==> config.mk <==
export PLATFORM = sky130hd
export DESIGN_NAME = cpu_clock_controller
export DESIGN_NICKNAME = d
export VERILOG_FILES = /design/src/rtl/cpu_clock_controller.sv
export SDC_FILE = /design/constraint.sdc
export NUM_CORES = 1
export LEC_CHECK = 0
export ABC_CLOCK_PERIOD_IN_PS = 4200
export BUFFER_PORTS_ARGS = -buffer_cell sky130_fd_sc_hd__buf_2
export CORE_MARGIN = 2
export CORE_UTILIZATION = 40
export DETAILED_ROUTE_END_ITERATION = 12
export PLACE_DENSITY = 0.66
export SLEW_MARGIN = 20
export SYNTH_ARGS = -nofsm -noshare
export SYNTH_HDL_FRONTEND = slang
export SYNTH_SLANG_ARGS = --single-unit
export TNS_END_PERCENT = 20
==> constraint.sdc <==
create_clock -name clk_in -period 4.2 [get_ports clk_in]
set_input_delay 0.84 -clock clk_in [delete_from_list [all_inputs] [get_ports clk_in]]
set_output_delay 0.84 -clock clk_in [all_outputs]
set_load 0.05 [all_outputs]
==> src/rtl/cpu_clock_controller.sv <==
// Purpose : run-control tick generator for the CPU clock domain (HALTED / RUN / STEP-N).
// Latency : first tick falls in the div_reg-th cycle after the accepting edge; tick period = div_reg.
// Backpres: cmd_ready is low for the whole of a STEP burst; commands stall until it completes.
//
// Ports:
//   clk_in, reset_n            system clock, asynchronous active-low reset
//   cmd_valid/cmd_ready        command handshake (accept on cmd_valid && cmd_ready)
//   cmd_op, cmd_arg            00 HALT, 01 RUN, 10 STEP (count in arg[STEP_W-1:0]), 11 SET_DIV
//   tick_out                   one-cycle CPU clock enable
//   running                    high in RUN or STEP
//   step_done                  one-cycle pulse in the cycle after the final STEP tick
//   div_cur                    active divisor
// Optional macro CLK_CTRL_TICK_COUNT_EN adds tick_count[31:0] (ticks since reset, wraps);
// with it, SET_DIV 28'hFFFFFFF clears tick_count instead of loading a divisor.
module cpu_clock_controller #(
    parameter logic [27:0] DIVISOR = 28'd50,
    parameter int          STEP_W  = 16
) (
    input  logic        clk_in,
    input  logic        reset_n,
    input  logic        cmd_valid,
    output logic        cmd_ready,
    input  logic [1:0]  cmd_op,
    input  logic [27:0] cmd_arg,
    output logic        tick_out,
    output logic        running,
    output logic        step_done,
    output logic [27:0] div_cur
`ifdef CLK_CTRL_TICK_COUNT_EN
    ,
    output logic [31:0] tick_count
`endif
);

    typedef enum logic [1:0] {
        ST_HALTED = 2'd0,
        ST_RUN    = 2'd1,
        ST_STEP   = 2'd2
    } state_t;

    localparam logic [1:0]        OP_HALT    = 2'b00;
    localparam logic [1:0]        OP_RUN     = 2'b01;
    localparam logic [1:0]        OP_STEP    = 2'b10;
    localparam logic [1:0]        OP_SET_DIV = 2'b11;
    // A zero divisor would never tick; it is treated as divide-by-one.
    localparam logic [27:0]       DIV_INIT   = (DIVISOR == 28'd0) ? 28'd1 : DIVISOR;
    localparam logic [STEP_W-1:0] ONE_STEP   = STEP_W'(1);

    state_t            state;
    logic [27:0]       counter;
    logic [27:0]       div_reg;
    logic [STEP_W-1:0] steps_left;

    logic              accept;
    logic              tick;
    logic [27:0]       cnt_next;
    logic [27:0]       arg_div;
    logic [STEP_W-1:0] step_arg;
    logic              div_clear;

    assign accept   = cmd_valid && cmd_ready;
    // div_reg >= 1 always holds, so div_reg - 1 cannot underflow.
    assign tick     = (state != ST_HALTED) && (counter == (div_reg - 28'd1));
    assign cnt_next = tick ? 28'd0 : (counter + 28'd1);
    assign arg_div  = (cmd_arg == 28'd0) ? 28'd1 : cmd_arg;
    assign step_arg = cmd_arg[STEP_W-1:0];

`ifdef CLK_CTRL_TICK_COUNT_EN
    // All-ones SET_DIV is reserved as the tick_count clear command.
    assign div_clear = (cmd_arg == 28'hFFFFFFF);
`else
    assign div_clear = 1'b0;
`endif

    assign tick_out  = tick;
    assign running   = (state != ST_HALTED);
    assign cmd_ready = (state != ST_STEP);
    assign div_cur   = div_reg;

    always_ff @(posedge clk_in or negedge reset_n) begin
        if (!reset_n) begin
            state      <= ST_HALTED;
            counter    <= 28'd0;
            div_reg    <= DIV_INIT;
            steps_left <= '0;
            step_done  <= 1'b0;
        end else begin
            step_done <= 1'b0;
            case (state)
                ST_HALTED: begin
                    counter <= 28'd0;
                    if (accept) begin
                        case (cmd_op)
                            OP_RUN:  state <= ST_RUN;
                            OP_STEP: begin
                                // A zero-length step is a silent no-op.
                                if (step_arg != '0) begin
                                    state      <= ST_STEP;
                                    steps_left <= step_arg;
                                end
                            end
                            OP_SET_DIV: begin
                                if (!div_clear) begin
                                    div_reg <= arg_div;
                                end
                            end
                            default: ;
                        endcase
                    end
                end

                ST_RUN: begin
                    counter <= cnt_next;
                    if (accept) begin
                        case (cmd_op)
                            OP_HALT: begin
                                state   <= ST_HALTED;
                                counter <= 28'd0;
                            end
                            OP_STEP: begin
                                if (step_arg != '0) begin
                                    state      <= ST_STEP;
                                    steps_left <= step_arg;
                                    counter    <= 28'd0;
                                end
                            end
                            OP_SET_DIV: begin
                                // Restarting the count makes the new period start cleanly.
                                if (!div_clear) begin
                                    div_reg <= arg_div;
                                    counter <= 28'd0;
                                end
                            end
                            default: ;
                        endcase
                    end
                end

                ST_STEP: begin
                    counter <= cnt_next;
                    if (tick) begin
                        if (steps_left == ONE_STEP) begin
                            state      <= ST_HALTED;
                            counter    <= 28'd0;
                            steps_left <= '0;
                            step_done  <= 1'b1;
                        end else begin
                            steps_left <= steps_left - ONE_STEP;
                        end
                    end
                end

                default: begin
                    state   <= ST_HALTED;
                    counter <= 28'd0;
                end
            endcase
        end
    end

`ifdef CLK_CTRL_TICK_COUNT_EN
    always_ff @(posedge clk_in or negedge reset_n) begin
        if (!reset_n) begin
            tick_count <= 32'd0;
        end else if (accept && (cmd_op == OP_SET_DIV) && div_clear) begin
            tick_count <= 32'd0;
        end else if (tick) begin
            tick_count <= tick_count + 32'd1;
        end
    end
`endif

endmodule
==> impl_metrics.ini <==
[run_status]
outcome = finished clean

[die]
die_x_microns = 117.6
num_io_pins = 65
coreArea_sq_um = 12620
initial_core_util_pct = 40.93
die-area_sq_um = 13840
fp-row-count = 41
die_y_microns = 117.6

[route]
vias_per_cell = 5.673
num_vias = 4465
drt-initial-drc-count = 319
wl_per_cell_microns = 17.57
drtAntennaViolNets = 0
dr.pass1.iters = 4
totalWireLength_microns = 13830
drc = 0

[timing]
finalCritPeriodShare_pct = 96.85
whs_ps = 444.0
setup_viol = 0
final_hold_viol_count = 0
clock_skew_ps = 6.494
drv_slew = 0
fin_crit_ps = 4067
relSlewSlack_pct = 39.13
timing.setup.tns_ps = 0
worst_slew_pin_slew_ps = 906.0
fmax_mhz = 245.9

[logic_synthesis]
ys_types = 76
synthesis.area_sq_um = 5165
synthFlopType = dfrtp_1
synth_area_per_cell_sq_um = 9.494
ys_top_cells_by_area = dfrtp_1 35%, mux2_2 5.5%, xnor2_1 5.3%, xor2_1 4.1%, nor2_4 3.9%
ys_async_sr_fraction_pct = 100.0
yosysSeqAreaShare_pct = 36.41
yosysMostFrequentCell = dfrtp_1
yosys.area.top_type = dfrtp_1
synth_top_area_share_pct = 34.88
syn_inst = 544
synthesis.nets = 588
yosysWarnings = 0
synth-edff-count = 0
ys_ff_latch = 75
synth_common_cells = 72 x dfrtp_1, 45 x nor2_1, 35 x nand2_1

[global_route]
grt_usage_pct = 20.75
grt_overflow_total = 0
grt_pass1_vias = 4331
antenna_found_initial = 0
grt_start_max_net_pins = 76
grt_pass1_wl_microns = 22870

[clock_network]
ctsRootBufferMaster = clkbuf_16
cts.clk_slew.worst_paths_ps = 60
htreeDepth = 3
clk-insertion-delay-late_ps = 350
hold_buffers = 0
cts_sinks = 75
cts_made_buffers = 9
clock_path_buffers = 2
cts_tree = done

[placement]
port_buffers = 64
gp_congestion = 0.9114
dp.final_hpwl_microns = 10120

[power]
p_per_area_nw_per_um2 = 750.3
ir_drop_v = 0.0005881
p_leak_uw = 0.002405

[hold_path]
hp-class = primary input to async pin

[run]
max-cap-violations = 0

[cells_and_area]
final_nets = 654
drive_gt1_share_pct = 27.32
antenna_cells_inserted = 0
areaGrowthSynthToFinish_pct = 16.79

[setup_path]
cp_data_required_time_ps = 3360
end_kind = output pin
cp_slowest_cell = dfstp_2
crit_family = simple AND/OR/NAND/NOR gates
cp.arrival_ps = 3230
cp_slowest_stage_delay_ps = 590
crit_buf_inv = 3
crit_path_start_kind = flip-flop
path_class = flip-flop to output pin
crit_chain = inv_1 -> ha_2 -> nor3b_4 -> nand4b_1 -> buf_4 -> mux2_2 -> a31oi_1 -> o221ai_2 -> nor4_4 -> and4b_1 -> clkbuf_4
crit_fanout = 5
-- logic make-up (layout without fill, tap and decap cells) --
group / after synthesis / count (layout) / share of synthesized area [%]
AO/OA/AOI/OAI: 99 / 99 / 13.20
XOR/XNOR: 55 / 55 / 9.327
adder cells (fa/ha/maj): 11 / 11 / 2.665
buffers and inverters: 46 / 117 / 4.433
flip-flops: 75 / 75 / 36.41
multiplexers: 27 / 27 / 5.838
AND/OR/NAND/NOR: 231 / 231 / 28.13
-- per-layer routing --
layer  vias up  track usage [%]  share of wire [%]
li1       2120                -                  -
met1      2168            27.45                 44
met2       154            33.03                 47
met3        23            5.717                6.6
met4         0            6.401                1.7
met5         -                0                  0
-- worst paths after layout --
| kind | from | end | slack (ps) | cells after the start |
|---|---|---|---|---|
| worst max-delay path | div_cur[1]$_DFFE_PN1P_ | tick_out | 130 | 11 |
| min in group clk_in | steps_left[14]$_DFFE_PN0P_ | steps_left[14]$_DFFE_PN0P_ | 500 | 2 |
| worst max register to register | div_cur[1]$_DFFE_PN1P_ | steps_left[2]$_DFFE_PN0P_ | 880 | 13 |
| max in group asynchronous | reset_n | div_cur[1]$_DFFE_PN1P_ | 3120 | 2 |
| worst min-delay path | reset_n | state[1]$_DFFE_PN0P_ | 440 | 1 |
| worst min register to register | steps_left[14]$_DFFE_PN0P_ | steps_left[14]$_DFFE_PN0P_ | 500 | 2 |
-- repair_timing --
item	in CTS	in global routing
resized for setup	0	3
setup endpoints to repair	1	1
setup buffers	2	5
pin swaps	0	2
endpoints found under the hold margin	0	0
-- layout make-up --
| class | count | area, sq um |
|---|---|---|
| inverters | 21 | 78.83 |
| clock inverters | 7 | 92.59 |
| well taps | 172 | 215.2 |
| clock buffers | 9 | 225.2 |
| flip-flops and latches | 75 | 1881 |
| repair buffers | 80 | 470.5 |
| multi-input cells | 423 | 3069 |
| fillers | 1238 | 6588 |
-- sequential cells by signal, indices dropped and copies added (netlist names) --
register / count
counter: 28
step_done: 1
steps_left: 16
div_cur: 28
state: 2
-- placed cells by master (no fill, tap or decap), types with 3 or more instances in the layout --
cell	Yosys	routed
and3_1	12	12
a21oi_1	20	20
dfrtp_1	72	72
o21ai_0	25	25
o21ai_1	3	3
inv_1	20	20
nand3_1	23	23
nand4b_1	4	4
nand4_1	9	9
nor2_4	18	18
nand3b_1	5	5
and2_1	6	6
nor3_1	15	15
a221o_1	5	5
clkbuf_16	0	9
nor4_1	15	15
xor2_1	24	24
ha_1	11	10
and4b_1	3	3
buf_2	3	62
nor4_4	4	4
nor2_1	45	45
buf_4	1	15
dfstp_2	3	3
a32o_1	5	5
clkinvlp_4	0	3
xnor2_1	31	31
nand2_1	35	35
o22ai_1	4	4
or3_1	5	5
nor2b_1	7	7
mux2_2	25	25
a211o_1	3	3
a41oi_1	3	3
a22o_1	3	3
o31ai_1	3	3
or4_1	4	4
-- through the flow --
stage	util (%)	total power (uW)	cell area (sq um)	instances	worst slack [ps]
after floorplan	-	3087	5165	544	270.0
after detailed placement	44.62	3638	5630	763	380.2
after CTS	47.25	4500	5963	781	152.0
final	47.80	4526	6032	787	132.5
after global routing	47.80	4802	6032	787	-25.60
after global placement	44.62	3585	5630	763	479.7
-- power breakdown --
group / internal (uW) / switching (uW) / leakage (uW)
Sequential: 965 / 421 / 0.000953
Combinational: 799 / 1510 / 0.00130
Clock: 517 / 318 / 0.000147
No activity file was read; power rests on OpenSTA's default activity.
